### src/rtl/ibex_data_sram_bridge.sv
`default_nettype none
// ============================================================================
// Module   : ibex_data_sram_bridge
// Purpose  : Single-outstanding bridge from the core data port (req/gnt/rvalid)
//            to one single-port synchronous SRAM. Decodes one address window,
//            adds WAIT_STATES extra response cycles, and answers out-of-window
//            accesses with an error response that never touches the SRAM.
// Ports    :
//   clk_i, rst_i           clock, asynchronous active-high reset
//   data_req_i/gnt_o       core request / grant
//   data_rvalid_o          one-cycle response strobe per granted request
//   data_we_i/be_i         write enable / byte enables
//   data_addr_i/wdata_i    byte address (bits [1:0] ignored) / write data
//   data_rdata_o           read data (zero for writes, errors, and idle)
//   data_rdata_intg_o      read-data integrity, tied to zero
//   data_err_o             error flag, qualified by data_rvalid_o
//   mem_*                  SRAM strobe, write, byte mask, word address, data
//   mem_rdata_i            SRAM read data, valid the cycle after mem_req_o
//   err_count_o            saturating count of error responses
// Revision : 1.0 - initial release
// ============================================================================
module ibex_data_sram_bridge #(
  parameter logic [31:0] ADDR_BASE   = 32'h0010_0000,
  parameter int unsigned MEM_WORDS   = 4096,
  parameter int unsigned AW          = $clog2(MEM_WORDS),
  parameter int unsigned WAIT_STATES = 0
) (
  input  logic          clk_i,
  input  logic          rst_i,
  input  logic          data_req_i,
  output logic          data_gnt_o,
  output logic          data_rvalid_o,
  input  logic          data_we_i,
  input  logic [3:0]    data_be_i,
  input  logic [31:0]   data_addr_i,
  input  logic [31:0]   data_wdata_i,
  output logic [31:0]   data_rdata_o,
  output logic [6:0]    data_rdata_intg_o,
  output logic          data_err_o,
  output logic          mem_req_o,
  output logic          mem_we_o,
  output logic [3:0]    mem_be_o,
  output logic [AW-1:0] mem_addr_o,
  output logic [31:0]   mem_wdata_o,
  input  logic [31:0]   mem_rdata_i,
  output logic [15:0]   err_count_o
);

  typedef enum logic [1:0] {
    ST_IDLE = 2'd0,
    ST_WAIT = 2'd1,
    ST_RESP = 2'd2
  } state_e;

  localparam logic [31:0] WIN_BYTES = 32'(4 * MEM_WORDS);
  localparam logic [2:0]  WS_LOAD   = (WAIT_STATES == 0) ? 3'd0 : 3'(WAIT_STATES - 1);
  // With no wait states the response lands exactly when the SRAM output is
  // valid, so it is forwarded directly instead of through the hold register.
  localparam bit          DIRECT    = (WAIT_STATES == 0);

  state_e      state_q, state_d;
  logic [2:0]  cnt_q, cnt_d;
  logic        we_q;
  logic        err_q;
  logic        cap_q;
  logic [31:0] hold_q;
  logic [15:0] err_cnt_q;

  logic        gnt;
  logic        in_range;
  logic [31:0] offset;
  logic        rvalid;
  logic [31:0] rd_src;

  // Unsigned subtraction makes addresses below the base wrap to a huge
  // offset, so a single compare rejects both sides of the window.
  assign offset   = data_addr_i - ADDR_BASE;
  assign in_range = (offset < WIN_BYTES);

  always_comb begin
    state_d = state_q;
    cnt_d   = cnt_q;
    gnt     = 1'b0;
    case (state_q)
      ST_IDLE, ST_RESP: begin
        if (data_req_i) begin
          gnt = 1'b1;
          if (DIRECT) begin
            state_d = ST_RESP;
          end else begin
            state_d = ST_WAIT;
            cnt_d   = WS_LOAD;
          end
        end else begin
          state_d = ST_IDLE;
        end
      end
      ST_WAIT: begin
        if (cnt_q == 3'd0) begin
          state_d = ST_RESP;
        end else begin
          cnt_d = cnt_q - 3'd1;
        end
      end
      default: state_d = ST_IDLE;
    endcase
  end

  always_ff @(posedge clk_i or posedge rst_i) begin
    if (rst_i) begin
      state_q   <= ST_IDLE;
      cnt_q     <= 3'd0;
      we_q      <= 1'b0;
      err_q     <= 1'b0;
      cap_q     <= 1'b0;
      hold_q    <= 32'd0;
      err_cnt_q <= 16'd0;
    end else begin
      state_q <= state_d;
      cnt_q   <= cnt_d;
      cap_q   <= gnt;
      if (gnt) begin
        we_q  <= data_we_i;
        err_q <= ~in_range;
      end
      // cap_q marks the cycle after a grant, when the SRAM output is valid.
      if (cap_q) begin
        hold_q <= mem_rdata_i;
      end
      if (rvalid && err_q && (err_cnt_q != 16'hFFFF)) begin
        err_cnt_q <= err_cnt_q + 16'd1;
      end
    end
  end

  assign rvalid = (state_q == ST_RESP);
  assign rd_src = DIRECT ? mem_rdata_i : hold_q;

  assign data_gnt_o        = gnt;
  assign data_rvalid_o     = rvalid;
  assign data_err_o        = rvalid & err_q;
  assign data_rdata_o      = (rvalid && !we_q && !err_q) ? rd_src : 32'd0;
  assign data_rdata_intg_o = 7'h0;
  assign err_count_o       = err_cnt_q;

  assign mem_req_o   = gnt & in_range;
  assign mem_we_o    = gnt & in_range & data_we_i;
  assign mem_be_o    = data_be_i;
  assign mem_addr_o  = data_addr_i[AW+1:2];
  assign mem_wdata_o = data_wdata_i;

endmodule
`default_nettype wire

### config.mk
export PLATFORM = sky130hd
export DESIGN_NAME = ibex_data_sram_bridge
export DESIGN_NICKNAME = d
export VERILOG_FILES = /design/src/rtl/ibex_data_sram_bridge.sv
export SDC_FILE = /design/constraint.sdc
export NUM_CORES = 1
export LEC_CHECK = 0
export BUFFER_PORTS_ARGS = -buffer_cell sky130_fd_sc_hd__clkbuf_2
export CORE_AREA = 2 2 82 84
export CTS_CLUSTER_SIZE = 24
export DETAILED_ROUTE_END_ITERATION = 8
export DIE_AREA = 0 0 84 86
export GPL_ROUTABILITY_DRIVEN = 0
export PLACE_DENSITY = 0.68
export SKIP_CTS_REPAIR_TIMING = 1
export SLEW_MARGIN = 15
export SYNTH_ARGS = -nofsm -noshare
export SYNTH_HDL_FRONTEND = slang
export SYNTH_SLANG_ARGS = --single-unit
### constraint.sdc
create_clock -name clk_i -period 2.61 [get_ports clk_i]
set_input_delay 0.1305 -clock clk_i [delete_from_list [all_inputs] [get_ports clk_i]]
set_output_delay 0.1305 -clock clk_i [all_outputs]
set_load 0.005 [all_outputs]
Yosys cells after proc, flatten, opt, wreduce, memory -nomap -nowiden
Cells that the tools add are included.
{"block": "word_totals", "reg_bits": 23, "in_bits": 104, "wordCells": 34}
{"block": "classes", "add_sub_neg": 3, "order_cmp": 1, "n_eq_ne": 4, "n_mux": 6, "bitwise_logic": 5, "n_reduce_logical": 10}
{"operator": "$lt A32 B15 Y1 const B", "count": 1}
{"operator": "$mux W32", "count": 1}
{"operator": "$sub A32 B21 Y32 const B", "count": 1}
{"operator": "$add A16 B1 Y16 const B", "count": 1}
{"operator": "$ne A16 B16 Y1 const B", "count": 1}
{"operator": "$logic_and A1 B1 Y1", "count": 4}
{"operator": "$mux W2", "count": 2}
{"operator": "$pmux W2 S2", "count": 1}
{"operator": "$and A1 B1 Y1", "count": 3}
{"operator": "$logic_not A3 Y1", "count": 1}
{"operator": "$sub A3 B1 Y3 const B", "count": 1}
{"operator": "$eq A2 B1 Y1 const B", "count": 1}
{"operator": "$eq A2 B2 Y1 const B", "count": 1}
{"operator": "$logic_not A1 Y1", "count": 2}
{"operator": "$logic_not A2 Y1", "count": 1}
{"operator": "$mux W1", "count": 2}
{"operator": "$ne A2 B2 Y1 const B", "count": 1}
{"operator": "$not A1 Y1", "count": 2}
{"operator": "$reduce_and A2 Y1", "count": 1}
{"operator": "$reduce_or A2 Y1", "count": 1}

Depth between registers and ports, before layout
Gate-level depths: netlist (run 1).
{"block": "logic_depth", "depth_word": 5, "mapped_depth": 5, "depth_no_buf": 5}

Worst setup path after synthesis (run 1)
OpenSTA, ideal clock, no wires.
{"block": "synth_timing", "kind": "reg2reg", "start": "register err_cnt_q[0], in the netlist err_count_o[0]", "end": "register err_cnt_q[1], in the netlist err_count_o[1]", "setup_time_ns": 0.128, "arrival_ns": 1.767, "setup_slack_ns": 0.716, "path_stages_with_launch": 6, "path_buffers": 0, "synth_period_minus_slack_ns": 1.894, "path_cell_list": "dfrtp_1 -> ha_1 -> nand3_2 -> or4_4 -> o21ai_2 -> mux2_1"}
{"block": "synth_between", "elab_chain_cells": 2}
{"element": "start, declared", "line": "67", "rtl": "logic [15:0] err_cnt_q;"}
{"element": "start signal, assigned", "line": "131", "rtl": "err_cnt_q <= err_cnt_q + 16'd1;"}
{"element": "branches (longest 2 deep; another with $add A16 B1 Y16)"}
Parallel ways; which one is timed is not known.
A chain may end at the register's enable or synchronous reset.

Final worst setup path (run 1)
Ends and elaborated chain as after synthesis.

==> impl_summary.md, run 1 <==
Placed design
The number of port buffers is 106. The final HPWL from detailed placement is 3400 µm. Summing all placed instances gives a cell area of 1850 µm².

Floorplanning
The die span in x is 84 µm. The initial cell density of the core is 25.9%. After floorplanning, the core was divided into 29 placement rows. The total I/O pin count is 212. In this run the standard cell core region covers 6280 µm². Measured along the y axis, the die boundary spans 86 µm.

The die covers 7220 µm².

STA
The hold slack is -25.7 ps. The max-slew violation total from the final report is 0. Setup violations remaining at the end of the flow were counted as 0. Subtracting the final worst setup slack from the clock period gives 2010 ps.

The largest clock skew in the final design is 8.97 ps. At the pin with the least slew margin, the transition time is 753 ps. The post-route setup TNS is 0 ps. Setup repair after global routing left no endpoint under its margin. For this run, the top clock speed supported by timing is 0.497 GHz. Dividing the final minimum period by the clock period gives 77.1%. The worst pin sits at a relative slew slack of 49.7%. The final count of hold timing violations is 19.

Logic synthesis
The largest total area in the synthesized netlist belongs to sky130_fd_sc_hd__dfrtp_1. The synthesized design contains 19 register bits. Synthesis produced 188 cells. The most instantiated library cell after synthesis is sky130_fd_sc_hd__buf_4. Summing every instance area after synthesis gives 1620 µm². After synthesis, the netlist uses 35 different library cells. Counting flops with a built-in enable in the synthesized netlist gives 0. The Yosys step of the flow raised 0 warnings. The synthesized design devotes to its leading area cell type 29.3% of total area.

The synthesized area divided by synthesized cell count is 8.63 µm². By count the netlist is led by sky130_fd_sc_hd__buf_4 (56), sky130_fd_sc_hd__and2_1 (33), sky130_fd_sc_hd__dfrtp_1 (19), sky130_fd_sc_hd__nand3_1 (8). Yosys attributes the largest share of cell area to sky130_fd_sc_hd__dfrtp_1 (29%), sky130_fd_sc_hd__buf_4 (26%), sky130_fd_sc_hd__and2_1 (13%). The sequential fraction of the synthesis area is 29.3%. The most used flip-flop cell after synthesis is sky130_fd_sc_hd__dfrtp_1. The post-synthesis async set-or-reset flop share is 100%.

Setup path
The delay of the slowest cell on the worst path is 580 ps. Traced cell by cell, the critical path runs through ha_1, nand3_2, or4_4, o21ai_2, mux2_1. The family with the most delay on the worst path is simple AND/OR/NAND/NOR gates. The worst-path maximum fanout is 6.

The number of buffers and inverters on the critical path is 0. The category of the most critical setup path is reg2reg. The category of the worst setup path capture point is a flop. The critical path required time is 2760 ps.

For the worst setup path, the data arrival time is 2160 ps. The type of origin of the critical path is a flop. The slowest stage of the critical path is the sky130_fd_sc_hd__or4_4 cell.

Cells and area
For this run, the post-layout net count is 352. The final core utilization is 30.3%. The fraction of layout cells with a size suffix above 1 is 47.6%. The finished cells cover 1900 µm².

The area growth from synthesis to layout is 17.0%. The number of diodes is 0.

Power and ir drop
The leakage component of the power is 0.00101 µW. VDD sags by at most 0.000197 V. The total chip power is 857 µW. For this design the ratio of total power to cell area is 451 nW/µm².

Detailed routing
The first-pass iteration count of the detailed router is 4. In this run the remaining antenna-violating nets after routing total 0. The final layout contains routed wiring with a total length of 4080 µm. After detailed routing, the number of remaining DRC violations is 0. The routed length per instance is 12.6 µm. The ratio of routed vias to standard cells is 4.32.

The detailed router's first-iteration violation count is 33. The total via count after detailed routing is 1396.

Global routing
The met1 track demand over resource in global routing is 14.2%. The maximum number of pins on one net before global-route repair is 33. The via count of the first global-routing pass was 1286. The met3 track utilization from global routing is 2.02%.

For this run the aggregate overflow at the end of global routing stands at 0. The number of antenna violations at the first check in global routing is 0. The total global routing track utilization is 10.5%. The global-route wire length before repair is 6230 µm. In the global route stage, met2 resource usage came out at 15.6%. The peak-usage layer in the global routing report is met2.

Hold path
The worst hold path class is in2async.

Status
The flow ran to the end, but the final reports show violations. The checks that failed: negative hold slack.

Clock tree
The clock transition time at the flip-flop clock pins of the worst setup and hold paths is 80 ps. TritonCTS built the clock tree. In this run the number of H-tree levels came out at 1. The maximum buffer depth of the clock tree is 2. The clock insertion delay at the later pin of the skew report is 260 ps. The total number of clock tree sinks is 19. The CTS root buffer is sky130_fd_sc_hd__clkbuf_8. The TritonCTS buffer count is 3.

Job
The reported max-cap violation count is 0.
==> sequential cells by signal (all words and copies together) (netlist names) <==
signal / flops
err_count_o: 16
we_q: 1
state_q: 1
err_q: 1
==> metal layers <==
metal / routed length [µm] / part of all wire [%]
met5: 0 / 0
met4: 142 / 3.5
met3: 322 / 7.9
met2: 1920 / 47
met1: 1700 / 42
==> worst paths after layout <==
path,from,end,slack [ps],depth (start not counted)
max,err_count_o[0],err_count_o[1],600,5
min,rst_i,err_count_o[9],-30,2
max reg2reg,err_count_o[0],err_count_o[1],600,5
min reg2reg,err_count_o[11],err_count_o[11],540,1
max in group asynchronous,rst_i,err_count_o[10],2160,2
min in group clk_i,data_req_i,state_q[1],50,1
==> metrics by stage <==
stage,std cells,setup WS (ps)
2_1_floorplan,194,716
3_3_place_gp,319,645
3_5_place_dp,319,614
4_1_cts,323,601
5_1_grt,323,438
6_report,323,598
==> where the power goes <==
group          switching, µW  internal, µW
clock network            103           106
registers               84.5           348
logic                   96.4           120
==> placed cells by master (no fill, tap or decap), types with 3 or more instances in the layout <==
master                     count
sky130_fd_sc_hd__clkbuf_2    106
sky130_fd_sc_hd__and2_1       33
sky130_fd_sc_hd__dfrtp_1      19
sky130_fd_sc_hd__nand3_1       8
sky130_fd_sc_hd__conb_1        7
sky130_fd_sc_hd__nor2_1        6
sky130_fd_sc_hd__nor3_1        6
sky130_fd_sc_hd__xor2_1        6
sky130_fd_sc_hd__inv_1         5
sky130_fd_sc_hd__nand2_1       5
sky130_fd_sc_hd__nand4_1       4
sky130_fd_sc_hd__xnor2_1       4
sky130_fd_sc_hd__nor4_1        4
sky130_fd_sc_hd__o211ai_1      3
sky130_fd_sc_hd__mux2_1        3
sky130_fd_sc_hd__clkbuf_8      3
==> area by class of cell <==
class	count	area (µm²)
timing repair buffer	107	538
multi-input combinational	111	724
sequential	19	475
clock inverter	1	5.00
inverter	5	18.8
clock buffer	3	41.3
tap	77	96.3
fill	674	4380
==> logic make-up after synthesis <==
family	count (synthesis)	share of synthesized area, %
simple gates	77	28.5
xor+xnor	10	5.40
fa+ha+maj	1	0.771
compound gates	12	5.24
other cells	1	0.231
buf+inv	64	27.8
mux	4	2.78
flops	19	29.3
Note: power is estimated with default switching activity, not from simulation.
==> run 2: changes to the inputs <==
==> constraint.sdc (replaced) <==
create_clock -name clk_i -period 2.1 [get_ports clk_i]
set_input_delay 0.105 -clock clk_i [delete_from_list [all_inputs] [get_ports clk_i]]
set_output_delay 0.105 -clock clk_i [all_outputs]
set_load 0.005 [all_outputs]
==> impl_summary.md, run 2 (synthesized netlist as in run 1, its figures left out) <==
Setup path
The category of the most critical setup path is reg2reg. Counting cells, the worst reg-to-reg path comes to 5. Data on the critical path is required at its endpoint by 2240 ps. Walking the worst path, the cells encountered are ha_2, nand3_2, or4_4, o21ai_2, mux2_1. The worst-path maximum fanout is 6. The number of buffers and inverters on the critical path is 0.

The data arrival time at the worst-slack endpoint is 2150 ps. The capturing point of the worst reg2reg path is err_count_o[1]. The setup check on the worst reg-to-reg path leaves a slack of 90 ps. The worst setup path is launched from a flop.

For this design, the slowest cell found on the critical path is sky130_fd_sc_hd__or4_4. The delay of the slowest cell on the worst path is 580 ps. Broken down by cell family, the worst path's largest delay share belongs to simple AND/OR/NAND/NOR gates. The worst setup path is captured at a flop.

The startpoint of the worst-slack reg-to-reg timing path is err_count_o[1].

Floorplanning
The initial utilization of the core area, before any placement, comes to 25.9%. The floorplan has 29 rows. In this run the standard cell core region covers 6280 µm². The die area is 7220 µm². The die span in x is 84 µm. The total I/O pin count is 212. The die is 86 µm tall.

STA
The hold slack is -51.5 ps. The transition time at the pin with the least slew margin is 741 ps. On the final layout, the worst clock skew is 6.93 ps. The post-route setup TNS is 0 ps. The max-slew violation total from the final report is 0. The final count of hold timing violations was 19. Of the available clock period, the critical path in the final layout requires 95.6%. Derived from the worst setup path, the maximum achievable clock frequency is 0.498 GHz.

The worst pin sits at a relative slew slack of 50.6%. The final number of setup-violating endpoints is 0. Subtracting the final worst setup slack from the clock period gives 2010 ps. Setup repair after global routing left no endpoint under its margin.

Power and ir drop
The total power divided by cell area is 569 nW/µm². The clock power share is 23.0%. The sequential fraction of design power is 47.5%.

Summed over all cells, the static leakage comes to 0.00104 µW. The total chip power is 1100 µW. The part of the power in combinational logic is 29.5%. VDD sags by at most 0.000294 V.

Of the total power, the share spent switching nets is 32.6%. For this design the total switching power over the nets is 360 µW. The internal portion of the total power is 744 µW.

Job
The reported max-cap violation count is 0.

Clock tree
The maximum buffer depth of the clock tree is 2. After clock tree synthesis, the clock-pin slew on the worst setup and hold paths is 80 ps. In this run the number of H-tree levels came out at 1. TritonCTS built the clock tree. The total number of clock tree sinks is 19. At the later pin of the worst-skew pair, clock insertion delay measures 250 ps. The TritonCTS buffer count is 3.

The CTS root buffer is sky130_fd_sc_hd__clkbuf_8.

Global routing
For this run the aggregate overflow at the end of global routing stands at 0. The via count of the first global-routing pass came to 1400. The total global routing track utilization is 10.8%. The first global-routing pass estimated 6500 µm of wire. The number of antenna violations at the first check in global routing was 0.

Entering global routing, the biggest net connects 33 pins.

Detailed routing
After the first detailed-routing iteration, the DRC count stood at 46. The routed length per instance is 12.8 µm. The count of unresolved DRC violations after routing is 0. The detailed router placed 1409 vias in this run. The final layout contains routed wiring with a total length of 4200 µm. The ratio of routed vias to standard cells is 4.30. The remaining antenna violation count is 0.

The first TritonRoute pass finished after 4 iterations.

Cells and area
The area growth from synthesis to layout is 19.5%. The sequential cells in the finished layout cover a total of 475 µm². Leaving out fill and tap cells, the most frequent cells in the layout are sky130_fd_sc_hd__clkbuf_2 (106), sky130_fd_sc_hd__and2_1 (33), sky130_fd_sc_hd__dfrtp_1 (19).

The count of filler cells inserted in the layout is 671. The number of diodes is 0. The library cell used most frequently in the layout, excluding fill and tap cells, is sky130_fd_sc_hd__clkbuf_2.

Cells with a size suffix above 1 make up 49.0% of the layout. The final layout contains 357 nets. The number of flip-flops under the largest register name is 16. In the final layout, the multi-input gates occupy 727 µm².

Status
The final reports fail on negative hold slack. The flow ran to the end, but the final reports show violations.

Placed design
Detailed placement ended at an HPWL of 3550 µm. During placement, the flow inserted port buffers numbering 106.

Hold path
The worst hold path class is in2async.
==> run 2: changes by cell type in the layout (fill, tap and decap cells not counted) <==
cell,change
sky130_fd_sc_hd__buf_4,+5
sky130_fd_sc_hd__ha_1,-1
sky130_fd_sc_hd__ha_2,+1
==> run 2: per-layer routing <==
metal  GRT usage (%)  vias to the layer above  part of all wire, %
met1            14.4                      632                   42
met4            6.30                        0                  3.6
met5               0                        -                    0
met3            1.83                       18                  6.8
met2            16.5                       66                   48
li1                -                      693                    -
==> run 2: worst max-delay path by stage <==
| stage | depth (start not counted) | slack, ps | endpoint | from |
|---|---|---|---|---|
| after detailed placement | 5 | 100 | err_count_o[1] | err_count_o[1] |
| after global placement | 5 | 170 | err_count_o[1] | err_count_o[1] |
| after floorplan | 5 | 210 | err_count_o[1] | err_count_o[0] |
| after CTS | 5 | 80 | err_count_o[1] | err_count_o[1] |
| after global routing | 5 | 30 | err_count_o[1] | err_count_o[1] |
| final | 5 | 90 | err_count_o[1] | err_count_o[1] |
==> run 2: final cells by class <==
cell class,count,area share [%]
clock buffers,3,2.13
flip-flops and latches,19,24.5
multi-input cells,111,37.5
well taps,77,4.97
repair buffers,112,29.7
clock inverters,1,0.258
inverters,5,0.968
==> run 2: stage by stage <==
step | util [%] | setup WS, ps | instance area, µm² | std cells | hold WS [ps]
global placement | 30.0 | 169 | 1880 | 323 | 210
floorplan | - | 206 | 1650 | 194 | 56.1
CTS | 30.7 | 82.6 | 1930 | 327 | -17.5
global route | 30.9 | 25.2 | 1940 | 328 | 9.68
finish | 30.9 | 93.1 | 1940 | 328 | -51.5
detailed placement | 30.0 | 99.0 | 1880 | 323 | 210
==> run 2: worst register-to-register path, stage by stage (launching register included) <==
cell and delay (ps):
sky130_fd_sc_hd__dfrtp_1 420, sky130_fd_sc_hd__ha_2 230, sky130_fd_sc_hd__nand3_2 140, sky130_fd_sc_hd__or4_4 580, sky130_fd_sc_hd__o21ai_2 180, sky130_fd_sc_hd__mux2_1 340
==> run 2: power groups by stage <==
stage | combinational (µW) | sequential, µW | clock (µW)
floorplan | 211 | 529 | 0
global placement | 297 | 523 | 0
detailed placement | 306 | 532 | 0
CTS | 309 | 524 | 269
global route | 363 | 535 | 292
finish | 326 | 524 | 254
==> run 3: changes to the inputs <==
==> constraint.sdc (replaced) <==
create_clock -name clk_i -period 2.1 [get_ports clk_i]
set_input_delay 0.42 -clock clk_i [delete_from_list [all_inputs] [get_ports clk_i]]
set_output_delay 0.42 -clock clk_i [all_outputs]
set_load 0.005 [all_outputs]
==> impl_summary.md, run 3 (synthesized netlist as in run 1, its figures left out) <==
Setup path
For the worst setup path, the data required time is 2240 ps. The origin of the worst setup path is err_count_o[1]. The critical-path cell with the highest stage delay is sky130_fd_sc_hd__or4_4. The slack of the worst reg-to-reg path is 150 ps. The worst register-to-register path ends at err_count_o[1]. Of all nets on the critical path, the largest fanout is 6. The startpoint identified for the worst register-to-register timing path is err_count_o[1]. Traced cell by cell, the critical path runs through ha_1, nand3_2, or4_4, o21ai_2, mux2_1. STA puts the critical path data arrival time at 2090 ps. The type of origin of the critical path is a flop. The path depth of the worst reg2reg path is 5. The category of the most critical setup path is reg2reg. In this design, the stage delay of the slowest critical-path cell is 580 ps.

The worst setup path is captured at a flop.

Global routing
The total global routing track utilization is 10.2%. The maximum number of pins on one net before global-route repair is 33. The number of antenna violations at the first check in global routing is 0. For this run the aggregate overflow at the end of global routing stands at 0. The global-route wire length before repair is 6110 µm. The via count of the first global-routing pass is 1262.

Detailed routing
Wires add up to 4110 µm. Once detail routing completed, the nets flagged for antenna violations numbered 0. Across all layers, the routed design uses 1411 vias. The ratio of routed vias to standard cells is 4.30. Dividing the detail-routed wire length by the instance count gives 12.5 µm. In the routed design, unresolved DRC markers number 0. The first detailed-routing pass ran for 4 iterations.

The detailed router's first-iteration violation count is 42.

STA
The shortest period the worst path allows is 1950 ps. Timing would allow up to 0.513 GHz. Setup total negative slack on the finished layout was measured at 0 ps. The final count of hold timing violations is 0. The max-slew violation total from the final report is 0. The transition time at the pin with the least slew margin is 758 ps. Hold is met by 273 ps. In this run the tightest slew margin relative to its limit is 49.4%. The final critical-path share of the clock period is 92.8%.

For the final database, setup skew stands at 4.42 ps. Setup repair after global routing left no endpoint under its margin. The final number of setup-violating endpoints is 0.

Cells and area
The fraction of layout cells with a size suffix above 1 is 49.0%. The count of filler cells inserted in the layout is 671. The footprint of the multi-input gates is 724 µm². The area growth from synthesis to layout is 19.4%. The register with the most flip-flops in the layout has 16 of them.

The sequential cell area is 477 µm². The number of antenna diodes in the final layout is 0. For this run, the post-layout net count is 357. Leaving out fill and tap cells, the most frequent cell in the layout is sky130_fd_sc_hd__clkbuf_2.

In the layout the commonest cells are sky130_fd_sc_hd__clkbuf_2 (106), sky130_fd_sc_hd__and2_1 (33), sky130_fd_sc_hd__dfrtp_1 (18). After routing the design area is 1940 µm².

Clock tree
The clock transition time at the flip-flop clock pins of the worst setup and hold paths is 70 ps. Counting along the longest clock path gives a buffer depth of 2. The clock insertion delay at the later pin of the skew report is 250 ps.

The deepest level of the CTS H-tree is 1. The TritonCTS clock tree is built. The CTS root buffer is sky130_fd_sc_hd__clkbuf_8. The clock drives 19 sinks.

The TritonCTS buffer count is 3.

Floorplanning
The row count is 29. From bottom edge to top edge, the die measures 86 µm. 212 I/O pins were placed.

The die span in x is 84 µm. The floorplan step defined a core boundary enclosing 6280 µm². The die area is 7220 µm².

For this configuration, the core starts out at a cell density of 25.9%.

Placed design
The final HPWL from detailed placement is 3420 µm. In this run the tool buffered the top-level ports with 106 buffer cells. The post-detailed-placement cell area is 1890 µm².

Hold path
The worst hold path class is in2async.

Power and ir drop
The total power divided by cell area is 554 nW/µm². The sequential fraction of design power is 49.0%. The clock network burns 23.5% of the power. The switching part of the total power is 32.4%.

Summed over all nets, the switching power comes to 348 µW. The internal portion of the total power is 727 µW. The share of total power dissipated in combinational logic is 27.5%. The maximum resistive drop on vdd is 0.000266 V. The leakage component of the power is 0.00104 µW.

Status
The flow ran to the end, and the final reports show no timing, DRC or antenna violations.

Job
The tool flagged a number of max-cap violations equal to 0.
[run 3: power groups by stage]
stage	combinational, µW	sequential (µW)	clock (µW)
detailed placement	298	531	0
global placement	294	525	0
floorplan	211	529	0
finish	295	527	252
CTS	300	523	271
global route	332	544	285
[run 3: final cells by class]
cell class                 instances  area share, %
multi-input combinational        111           37.4
timing repair buffer             112           29.7
clock inverter                     1          0.258
inverter                           5          0.968
clock buffer                       3           2.13
tap                               77           4.97
sequential                        19           24.6
[run 3: metal layers]
metal  part of all wire [%]  GRT usage [%]  wire [µm]
met2                     47           15.7       1950
met4                    2.9           4.84        121
met3                    7.6           1.54        313
met1                     42           14.1       1730
met5                      0              0          0
[run 3: critical path, delay by kind of cell, from the launching register on]
family / cells / cell delay, ps
AND/OR/NAND/NOR: 2 / 730
flip-flops: 1 / 400
multiplexers: 1 / 340
adder cells (fa/ha/maj): 1 / 190
AO/OA/AOI/OAI: 1 / 170
[run 3: per-stage QoR]
stage	worst slack [ps]	cells	power [µW]	util (%)
after CTS	110	328	1090	30.9
after floorplan	206	194	740	-
final	151	328	1070	30.9
after global routing	48.3	328	1160	30.9
after global placement	156	324	819	30.1
after detailed placement	136	324	828	30.1
[run 3: worst max-delay path by stage]
| stage | end | depth (start not counted) |
|---|---|---|
| after CTS | err_count_o[1] | 5 |
| after global routing | err_count_o[1] | 5 |
| final | err_count_o[1] | 5 |
| after floorplan | err_count_o[1] | 5 |
| after global placement | err_count_o[1] | 5 |
| after detailed placement | err_count_o[1] | 5 |
